**src/rtl/iic_slave_regfile.sv**
```systemverilog
// I2C slave fronting a 2**DEPTH_LOG2 byte register file, with a local write strobe and read port.
// Optional build macro IIC_SLV_GLITCH_FILTER_EN inserts a 3-sample majority filter on SCL and SDA.
module iic_slave_regfile #(
    parameter logic [6:0] SLAVE_ADDR = 7'h50,
    parameter int         DEPTH_LOG2 = 4
) (
    input  logic                  clk,
    input  logic                  reset_n,
    input  logic                  scl_i,
    input  logic                  sda_i,
    output logic                  sda_oe,
    output logic                  busy,
    output logic                  wr_strobe,
    output logic [DEPTH_LOG2-1:0] wr_addr,
    output logic [7:0]            wr_data,
    input  logic [DEPTH_LOG2-1:0] rd_addr,
    output logic [7:0]            rd_data
);
    localparam int DEPTH = 2 ** DEPTH_LOG2;

    typedef enum logic [2:0] {
        S_IDLE, S_ADDR, S_ADDR_ACK, S_REG, S_WDATA, S_RDATA, S_RACK, S_WAIT
    } state_t;

    logic [1:0]            r_scl_sync, r_sda_sync;
    logic                  r_scl_prev, r_sda_prev;
    logic                  w_scl, w_sda;
    logic                  w_scl_rise, w_scl_fall, w_start, w_stop;
    state_t                r_state, w_state_nxt;
    logic [3:0]            r_bit_cnt, w_bit_cnt_nxt;
    logic [7:0]            r_shift, w_shift_nxt;
    logic                  r_sda_oe, w_sda_oe_nxt;
    logic                  r_busy, w_busy_nxt;
    logic                  r_ack, w_ack_nxt;
    logic [DEPTH_LOG2-1:0] r_ptr, w_ptr_nxt, w_ptr_inc;
    logic                  w_wr_en;
    logic [7:0]            r_regs [DEPTH];
    logic                  r_wr_strobe;
    logic [DEPTH_LOG2-1:0] r_wr_addr;
    logic [7:0]            r_wr_data, r_rd_data;

    // Two-flop synchronizers; the bus idles high so reset to 1.
    always_ff @(posedge clk or negedge reset_n) begin
        if (!reset_n) begin
            r_scl_sync <= 2'b11;
            r_sda_sync <= 2'b11;
        end else begin
            r_scl_sync <= {r_scl_sync[0], scl_i};
            r_sda_sync <= {r_sda_sync[0], sda_i};
        end
    end

`ifdef IIC_SLV_GLITCH_FILTER_EN
    logic [2:0] r_scl_hist, r_sda_hist;

    function automatic logic maj3(input logic [2:0] v);
        return (v[0] & v[1]) | (v[0] & v[2]) | (v[1] & v[2]);
    endfunction

    // Sample history feeding the majority vote; a single-clock pulse never wins.
    always_ff @(posedge clk or negedge reset_n) begin
        if (!reset_n) begin
            r_scl_hist <= 3'b111;
            r_sda_hist <= 3'b111;
        end else begin
            r_scl_hist <= {r_scl_hist[1:0], r_scl_sync[1]};
            r_sda_hist <= {r_sda_hist[1:0], r_sda_sync[1]};
        end
    end

    assign w_scl = maj3(r_scl_hist);
    assign w_sda = maj3(r_sda_hist);
`else
    assign w_scl = r_scl_sync[1];
    assign w_sda = r_sda_sync[1];
`endif

    // Previous-value registers for edge detection.
    always_ff @(posedge clk or negedge reset_n) begin
        if (!reset_n) begin
            r_scl_prev <= 1'b1;
            r_sda_prev <= 1'b1;
        end else begin
            r_scl_prev <= w_scl;
            r_sda_prev <= w_sda;
        end
    end

    assign w_scl_rise = w_scl & ~r_scl_prev;
    assign w_scl_fall = ~w_scl & r_scl_prev;
    assign w_start    = w_scl & r_scl_prev & r_sda_prev & ~w_sda;
    assign w_stop     = w_scl & r_scl_prev & ~r_sda_prev & w_sda;
    assign w_ptr_inc  = r_ptr + DEPTH_LOG2'(1);

    // Next-state logic; START/STOP outrank bit events in every state.
    always_comb begin
        w_state_nxt   = r_state;
        w_bit_cnt_nxt = r_bit_cnt;
        w_shift_nxt   = r_shift;
        w_sda_oe_nxt  = r_sda_oe;
        w_busy_nxt    = r_busy;
        w_ack_nxt     = r_ack;
        w_ptr_nxt     = r_ptr;
        w_wr_en       = 1'b0;
        if (w_start) begin
            w_state_nxt   = S_ADDR;
            w_bit_cnt_nxt = 4'd0;
            w_sda_oe_nxt  = 1'b0;
            w_busy_nxt    = 1'b0;
            w_ack_nxt     = 1'b0;
        end else if (w_stop) begin
            w_state_nxt  = S_IDLE;
            w_sda_oe_nxt = 1'b0;
            w_busy_nxt   = 1'b0;
            w_ack_nxt    = 1'b0;
        end else begin
            case (r_state)
                S_IDLE: w_state_nxt = S_IDLE;
                S_ADDR, S_REG, S_WDATA: begin
                    if (w_scl_rise && !r_ack && (r_bit_cnt != 4'd8)) begin
                        w_shift_nxt   = {r_shift[6:0], w_sda};
                        w_bit_cnt_nxt = r_bit_cnt + 4'd1;
                    end else if (w_scl_fall && r_ack) begin
                        // End of our ACK clock: both REG and WDATA continue as data writes.
                        w_sda_oe_nxt  = 1'b0;
                        w_ack_nxt     = 1'b0;
                        w_bit_cnt_nxt = 4'd0;
                        w_state_nxt   = S_WDATA;
                    end else if (w_scl_fall && (r_bit_cnt == 4'd8)) begin
                        if (r_state == S_ADDR) begin
                            if (r_shift[7:1] == SLAVE_ADDR) begin
                                w_sda_oe_nxt = 1'b1;
                                w_busy_nxt   = 1'b1;
                                w_state_nxt  = S_ADDR_ACK;
                            end else begin
                                w_state_nxt = S_IDLE;
                            end
                        end else begin
                            w_sda_oe_nxt = 1'b1;
                            w_ack_nxt    = 1'b1;
                            if (r_state == S_REG) begin
                                w_ptr_nxt = r_shift[DEPTH_LOG2-1:0];
                            end else begin
                                w_wr_en   = 1'b1;
                                w_ptr_nxt = w_ptr_inc;
                            end
                        end
                    end else begin
                        w_state_nxt = r_state;
                    end
                end
                S_ADDR_ACK: begin
                    if (w_scl_fall) begin
                        w_bit_cnt_nxt = 4'd0;
                        if (!r_shift[0]) begin
                            w_sda_oe_nxt = 1'b0;
                            w_state_nxt  = S_REG;
                        end else begin
                            w_shift_nxt  = r_regs[r_ptr];
                            w_sda_oe_nxt = ~r_regs[r_ptr][7];
                            w_state_nxt  = S_RDATA;
                        end
                    end else begin
                        w_state_nxt = S_ADDR_ACK;
                    end
                end
                S_RDATA: begin
                    if (w_scl_rise && (r_bit_cnt != 4'd8)) begin
                        w_bit_cnt_nxt = r_bit_cnt + 4'd1;
                    end else if (w_scl_fall && (r_bit_cnt == 4'd8)) begin
                        w_sda_oe_nxt = 1'b0;
                        w_state_nxt  = S_RACK;
                    end else if (w_scl_fall && (r_bit_cnt != 4'd0)) begin
                        w_sda_oe_nxt = ~r_shift[6];
                        w_shift_nxt  = {r_shift[6:0], 1'b0};
                    end else begin
                        w_state_nxt = S_RDATA;
                    end
                end
                S_RACK: begin
                    // Pointer advances only when the master ACKs, so a NACKed last byte is re-read next time.
                    if (w_scl_rise && !r_ack) begin
                        if (!w_sda) begin
                            w_ptr_nxt   = w_ptr_inc;
                            w_shift_nxt = r_regs[w_ptr_inc];
                            w_ack_nxt   = 1'b1;
                        end else begin
                            w_state_nxt = S_WAIT;
                        end
                    end else if (w_scl_fall && r_ack) begin
                        w_sda_oe_nxt  = ~r_shift[7];
                        w_ack_nxt     = 1'b0;
                        w_bit_cnt_nxt = 4'd0;
                        w_state_nxt   = S_RDATA;
                    end else begin
                        w_state_nxt = S_RACK;
                    end
                end
                S_WAIT:  w_state_nxt = S_WAIT;
                default: w_state_nxt = S_IDLE;
            endcase
        end
    end

    // Protocol state registers.
    always_ff @(posedge clk or negedge reset_n) begin
        if (!reset_n) begin
            r_state   <= S_IDLE;
            r_bit_cnt <= 4'd0;
            r_shift   <= 8'h00;
            r_sda_oe  <= 1'b0;
            r_busy    <= 1'b0;
            r_ack     <= 1'b0;
            r_ptr     <= '0;
        end else begin
            r_state   <= w_state_nxt;
            r_bit_cnt <= w_bit_cnt_nxt;
            r_shift   <= w_shift_nxt;
            r_sda_oe  <= w_sda_oe_nxt;
            r_busy    <= w_busy_nxt;
            r_ack     <= w_ack_nxt;
            r_ptr     <= w_ptr_nxt;
        end
    end

    // Register file, write strobe and local read port; a same-cycle read sees the old byte.
    always_ff @(posedge clk or negedge reset_n) begin
        if (!reset_n) begin
            for (int i = 0; i < DEPTH; i++) begin
                r_regs[i] <= 8'h00;
            end
            r_wr_strobe <= 1'b0;
            r_wr_addr   <= '0;
            r_wr_data   <= 8'h00;
            r_rd_data   <= 8'h00;
        end else begin
            if (w_wr_en) begin
                r_regs[r_ptr] <= r_shift;
                r_wr_addr     <= r_ptr;
                r_wr_data     <= r_shift;
            end
            r_wr_strobe <= w_wr_en;
            r_rd_data   <= r_regs[rd_addr];
        end
    end

    assign sda_oe    = r_sda_oe;
    assign busy      = r_busy;
    assign wr_strobe = r_wr_strobe;
    assign wr_addr   = r_wr_addr;
    assign wr_data   = r_wr_data;
    assign rd_data   = r_rd_data;
endmodule

```
**config.mk**
```make
export PLATFORM = sky130hd
export DESIGN_NAME = iic_slave_regfile
export DESIGN_NICKNAME = d
export VERILOG_FILES = /design/src/rtl/iic_slave_regfile.sv
export SDC_FILE = /design/constraint.sdc
export NUM_CORES = 1
export LEC_CHECK = 0
export CORE_MARGIN = 10
export CORE_UTILIZATION = 47
export DETAILED_ROUTE_END_ITERATION = 8
export PLACE_DENSITY = 0.61
export SYNTH_ARGS = -nofsm -noshare
export SYNTH_HDL_FRONTEND = slang
export SYNTH_SLANG_ARGS = --single-unit
export TNS_END_PERCENT = 1
```
**constraint.sdc**
```tcl
create_clock -name clk -period 4.77 [get_ports clk]
set_input_delay 0.477 -clock clk [delete_from_list [all_inputs] [get_ports clk]]
set_output_delay 0.477 -clock clk [all_outputs]
set_load 0.01 [all_outputs]
```
* Word level (Yosys, flattened, before mapping) *
Cells that the tools add are included.

cells by class
  $add $sub $neg = 2
  multipliers = 0
  div/mod/pow operators = 0
  order comparisons = 4
  eq/ne operators = 42
  shift operators = 0
  mux-type cells = 93
  bitwise logic cells = 19
  reduce and logical (&&, ||, !) cells = 28

operators by type and width
  cell                                                       count
  bitwise mux 128 bit                                        1
  two-way mux 8 bit                                          15
  binary-select mux 8 bit (select 4 bit)                     3
  two-way mux 4 bit                                          14
  != test 5 bit (second input constant)                      8
  two-way mux 3 bit                                          13
  two-way mux 1 bit                                          38
  demux 8 bit (select 4 bit)                                 1
  one-hot mux 8 bit (4 select lines)                         1
  != test 2 bit (second input constant)                      13
  != test 4 bit (second input constant)                      6
  one-hot mux 3 bit (6 select lines)                         1
  AND reduction 6 bit                                        3
  AND reduction 9 bit                                        2
  one-hot mux 4 bit (4 select lines)                         1
  greater-or-equal comparator 5 bit (second input constant)  3
  != test 3 bit (second input constant)                      5
  NOT 4 -> 5 bit                                             3
  equality test 3 bit (second input constant)                4
  nonzero test 3 bit                                         4
  nonzero test 4 bit                                         3
  AND reduction 11 bit                                       1
  AND reduction 10 bit                                       1
  NOT 1 bit                                                  9
  other kinds (20)                                           35

storage, ports and cells
  bits in registers = 177
  bits in latches = 0
  RAM bits = 0
  memory bits (read-only) = 0
  bits of input ports = 8
  output and inout bits = 23
  logic and storage cells = 220
  memories kept = 0

* Depth between registers and ports, before layout *
  depth in word-level cells = 10
  mapped depth = 12
  gate-level depth less buffers = 8

* Worst setup path after synthesis *
No wires, ideal clock.

  path kind = register -> register
  from = register r_ptr[0]
  to = register r_shift[0]
  library setup time = 0.131 ns
  arrival = 3.184 ns
  required time = 4.639 ns
  setup slack = 1.454 ns
  stages on the path, launching flop included = 12
  path buffers = 5
  clock period less this slack = 3.316 ns
  cell sequence = dfrtp_1 > clkbuf_1 > buf_2 > clkbuf_1 > clkinv_1 > ha_1 > clkbuf_1 > clkbuf_1 > mux4_2 > mux2_2 > o211ai_1 > a31oi_1

between the ends
  word-level cells in the longest chain between the ends = 8
  elaborated cells on any way between the ends = 14
  those cells by class = add/sub: 1; mux: 11; bitwise: 2

ends and longest elaborated chain
  element                                                line  source
  start: declaration                                     35    logic [DEPTH_LOG2-1:0] r_ptr, w_ptr_nxt, w_ptr_inc;
  start signal: assignment                               222   r_ptr <= w_ptr_nxt;
  adder 4 x 1 -> 4 bit                                   93    assign w_ptr_inc = r_ptr + DEPTH_LOG2'(1);
  NOT 4 -> 5 bit (not written as such)                   185   w_shift_nxt = r_regs[w_ptr_inc];
  binary-select mux 8 bit (select 4 bit)                 185
  two-way mux 8 bit (not written as such) (2 in series)  185
  two-way mux 8 bit                                      183   if (!w_sda) begin
  two-way mux 8 bit                                      182   if (w_scl_rise && !r_ack) begin
  one-hot mux 8 bit (4 select lines) (*)                 117   case (r_state)
  end signal: assignment                                 218   r_shift <= w_shift_nxt;
  end: declaration                                       31    logic [7:0] r_shift, w_shift_nxt;

Every way passes the cells marked *; elsewhere a longest branch is shown, timed or not. The select of a mux whose other input is x is not followed.
A chain may end at the register's enable or synchronous reset.

* Worst setup path after layout *
  from = register r_state[1]
  to = register r_regs[22] (netlist name)

between the ends
  word-level cells in the longest chain between the ends = 9
  elaborated cells on any way between the ends = 12
  those cells by class = eq/ne: 3; mux: 8; reduce/logical: 1

ends and longest elaborated chain
  element                         line      source
  start: declaration              29        state_t r_state, w_state_nxt;
  start signal: assignment        216       r_state <= w_state_nxt;
  equality test 3 x 2 -> 1 bit    117, 141
  two-way mux 1 bit               141       if (r_state == S_REG) begin
  two-way mux 1 bit               130       if (r_state == S_ADDR) begin
  two-way mux 1 bit               129       end else if (w_scl_fall && (r_bit_cnt == 4'd8)) begin
  two-way mux 1 bit               123       end else if (w_scl_fall && r_ack) begin
  two-way mux 1 bit               120       if (w_scl_rise && !r_ack && (r_bit_cnt != 4'd8)) begin
  two-way mux 1 bit (*)           117
  two-way mux 1 bit (*)           111       end else if (w_stop) begin
  two-way mux 1 bit (*)           105       if (w_start) begin
  end signal: indexed assignment  238       r_regs[r_ptr] <= r_shift;
  end: declaration                37        logic [7:0] r_regs [DEPTH];

Every way passes the cells marked *; elsewhere a longest branch is shown, timed or not.

==> key figures <==
Run status
  – Result of the run: finished clean

Worst setup path
  – Critical path destination: r_regs[22]
  – Series of cell instances along the critical path: or2_1, nor4_4, nand2_4, nor2_2, mux2_2
  – Category of the critical setup timing path: flip-flop to flip-flop
  – Library cell contributing the largest single delay on the critical path: nor2_2
  – Largest driver fanout on the critical path: 26
  – Worst setup EP type: flip-flop
  – Worst endpoint data arrival time: 3.61 ns
  – Number of buffers and inverters on the critical path: 0
  – Worst reg-to-reg setup slack: 1.48 ns
  – Depth of the critical timing path with buffers and inverters included: 5
  – Worst flop-to-flop path endpoint: r_regs[22]
  – Largest delay share family, worst path: simple AND/OR/NAND/NOR gates
  – CP Data Required Time: 5.09 ns
  – Critical path's largest stage delay: 0.79 ns
  – Worst r2r src: r_state[1]
  – Kind of launch point of the worst setup path: flip-flop
  – Worst Reg2Reg Path Length in Cells: 5
  – Start point of the critical path: r_state[1]

Floorplanning
  – Area enclosed by the die boundary: 0.0287 sq mm
  – Core Box Area: 0.0219 sq mm
  – Initial cell density of the core: 47.9%
  – Die width: 169 microns
  – Boundary pin count: 31
  – Chip Height: 169 microns
  – Site row count: 54

Clock network
  – Setup bufs post-CTS: 0
  – Clock buffer count from CTS: 17
  – Num Clock Sinks: 177
  – TritonCTS clock tree: yes
  – Buffer cell driving the clock tree root: clkbuf_16
  – Depth of the CTS H-tree: 4
  – Source-to-sink clock delay at the later pin of the worst-skew pair: 0.44 ns
  – Number of gates resized after CTS: 0
  – Clock transition at the register clock pins on the worst setup and hold paths after CTS: 0.07 ns
  – Deepest clock path buffer count: 2
  – Hold_buf cts: 0

Layout
  – # diodes: 0
  – Synth-to-Final Area Change: 10.8%
  – Post-layout instance count excluding filler cells: 1,066
  – Area of the multi-input gates: 0.00577 sq mm
  – Fill cell total of the finished layout: 1,848
  – Area taken by flip-flops and latches: 0.00444 sq mm
  – Share of layout cells above drive strength 1: 42.4%
  – Final net count: 787

Yosys
  – Dominant synthesized flop cell: dfrtp_1
  – Synth area leaders: dfrtp_1 (41%), mux4_2 (22%), mux2_2 (16%)
  – Main combinational cell family by area after synthesis: multiplexers
  – Simple-gate portion of the synthesized area: 7.84%
  – Post-synthesis sequential element count: 177
  – Xor/xnor share of the synthesized area: 0.251%
  – FFs w/ async S/R, synth: 100%
  – Number of nets in the synthesized netlist: 791
  – Synthesized area divided by synthesized cell count: 13.5 sq um
  – Part of the Yosys area used for sequential elements: 42.3%
  – Synth Area in Compound Gates: 5.96%
  – Number of synthesized flops with an enable pin: 0
  – Area of the mapped netlist: 0.0105 sq mm
  – Count of cell types in the netlist: 62
  – Cell taking the most area after synthesis: dfrtp_1
  – Synthesis Warnings: 0
  – Synthesized instance count: 777
  – Adder-cell area share of the yosys netlist: 0.716%
  – Post-synth top area share: 40.8%
  – Fraction of synthesized area in multiplexers: 40.1%

GRT
  – GRT overflow: 0
  – Number of antenna violations at the first check in global routing: 0
  – Wire length of the first global-routing pass: 46.0 mm
  – Largest net degree at the start of global routing: 93
  – Overall global routing resource usage: 21.0%
  – Via count of the first global-routing pass: 7,310

Placement
  – Placement-stage worst setup slack: 1.41 ns
  – Cell total after placement: 1,034
  – Port-buffer cells: 30
  – Post-detail-place hpwl: 18.2 mm
  – GPL Wtd Cong: 0.901

STA
  – Final setup slack of the worst path: 1.48 ns
  – Final number of setup-violating endpoints: 0
  – Clock period minus worst slack: 3.29 ns
  – Setup Total Neg Slack: 0 ns
  – Largest clock skew in the final design: 0.0143 ns
  – Total count of hold-check failures in the final report: 0
  – FMAX: 304 MHz
  – Relative slew slack: 24.2%
  – Period utilisation layout: 69.0%
  – Unrepaired setup endpoints after global routing: false
  – Number of pins exceeding their max-slew limit in the final report: 0
  – Slew at the pin closest to its max-slew limit: 1.13 ns

Routing
  – Number of iterations in the first detailed-routing pass: 7
  – Number of DRC markers in iteration 0: 723
  – DR DRC count: 0
  – Routed length per placed instance: 27.3 microns
  – DRT antenna net count: 0
  – Final WL: 29.1 mm
  – Routed vias: 7,081
  – Mean number of vias per cell: 6.64

Power and ir drop
  – Leakage power of the design: 4.90 nW
  – Total power divided by cell area: 298 mW/mm^2
  – Maximum vdd drop: 0.200 mV

Hold path
  – Worst min-delay path category: input pin to async pin

Job
  – Max-cap check violation count: 0
[sequential cells by signal, summed over array words and instances, names as in the netlist, 3 cells and up]
signal     count
r_regs       128
r_shift        8
rd_data        8
wr_data        8
r_bit_cnt      4
r_ptr          4
wr_addr        4
r_state        3
[worst min-delay path by stage]
stage	to	slack [ns]	depth (start not counted)	start
after global routing	r_bit_cnt[0]	0.20	1	reset_n
after floorplan	busy	0.18	0	reset_n
final	r_bit_cnt[0]	0.12	1	reset_n
after global placement	r_scl_sync[1]	0.35	0	r_scl_sync[0]
after detailed placement	r_scl_sync[1]	0.35	0	r_scl_sync[0]
after CTS	r_bit_cnt[1]	0.17	1	reset_n
[layout by cell type, fill, tap and decap left out, drive strengths merged, types with 8 or more instances in the layout]
cell,instances
a211oi,8
nand2b,8
nand2,43
a31oi,12
nor2,44
mux4,104
nor2b,8
o211ai,8
clkdlybuf4s50,28
dfrtp,171
nand3,10
nor3,8
mux2,150
clkbuf,18
mux2i,17
inv,13
o21ai,18
buf,13
a21oi,31
[power by group]
part	leakage, nW	switching (W)	internal (W)	total [W]
clock network	0.298	0.000633	0.000846	0.00148
registers	2.42	0.000208	0.00154	0.00174
logic	2.18	0.000145	0.0000857	0.000230
[metal layers]
layer	up-vias	wire length [microns]	track usage [%]
met5	-	0	0.521
met4	0	575	5.74
met3	40	1930	4.79
met2	265	14000	32.4
met1	3779	12700	29.2
li1	2997	-	-
[synth_stat cells, drive strengths merged (4+ instances only)]
| cell | count |
|---|---|
| nand2b | 8 |
| o21ai | 18 |
| inv | 9 |
| nand3 | 10 |
| a31oi | 12 |
| nor2b | 8 |
| dfrtp | 171 |
| a211oi | 8 |
| clkbuf | 46 |
| mux4 | 104 |
| mux2i | 17 |
| nand3b | 4 |
| dfstp | 6 |
| nor3 | 8 |
| nand2 | 43 |
| ha | 6 |
| buf | 18 |
| mux2 | 150 |
| o211ai | 8 |
| nor2 | 44 |
| a21oi | 31 |
[through the flow]
stage	hold WS (ns)	util (%)	instance area, sq um	power, W
final	0.121	53.0	11600	0.00345
after global routing	0.198	53.0	11600	0.00359
after CTS	0.166	53.0	11600	0.00348
after detailed placement	0.349	50.2	11000	0.00200
after global placement	0.346	50.2	11000	0.00198
after floorplan	0.181	-	10500	0.00183
[logic make-up after synthesis]
| logic type | Yosys count |
|---|---|
| XOR/XNOR | 3 |
| multiplexers | 271 |
| flip-flops | 177 |
| AND/OR/NAND/NOR | 146 |
| buffers and inverters | 74 |
| AO/OA/AOI/OAI | 100 |
| adder cells (fa/ha/maj) | 6 |
[final cells by class]
type | count | share of cell area (%)
repair buffers | 41 | 3.37
flip-flops and latches | 177 | 38.3
clock inverters | 14 | 1.52
inverters | 10 | 0.323
clock buffers | 18 | 3.78
multi-input cells | 526 | 49.7
well taps | 280 | 3.02
Power figures use the tool's default switching activity.
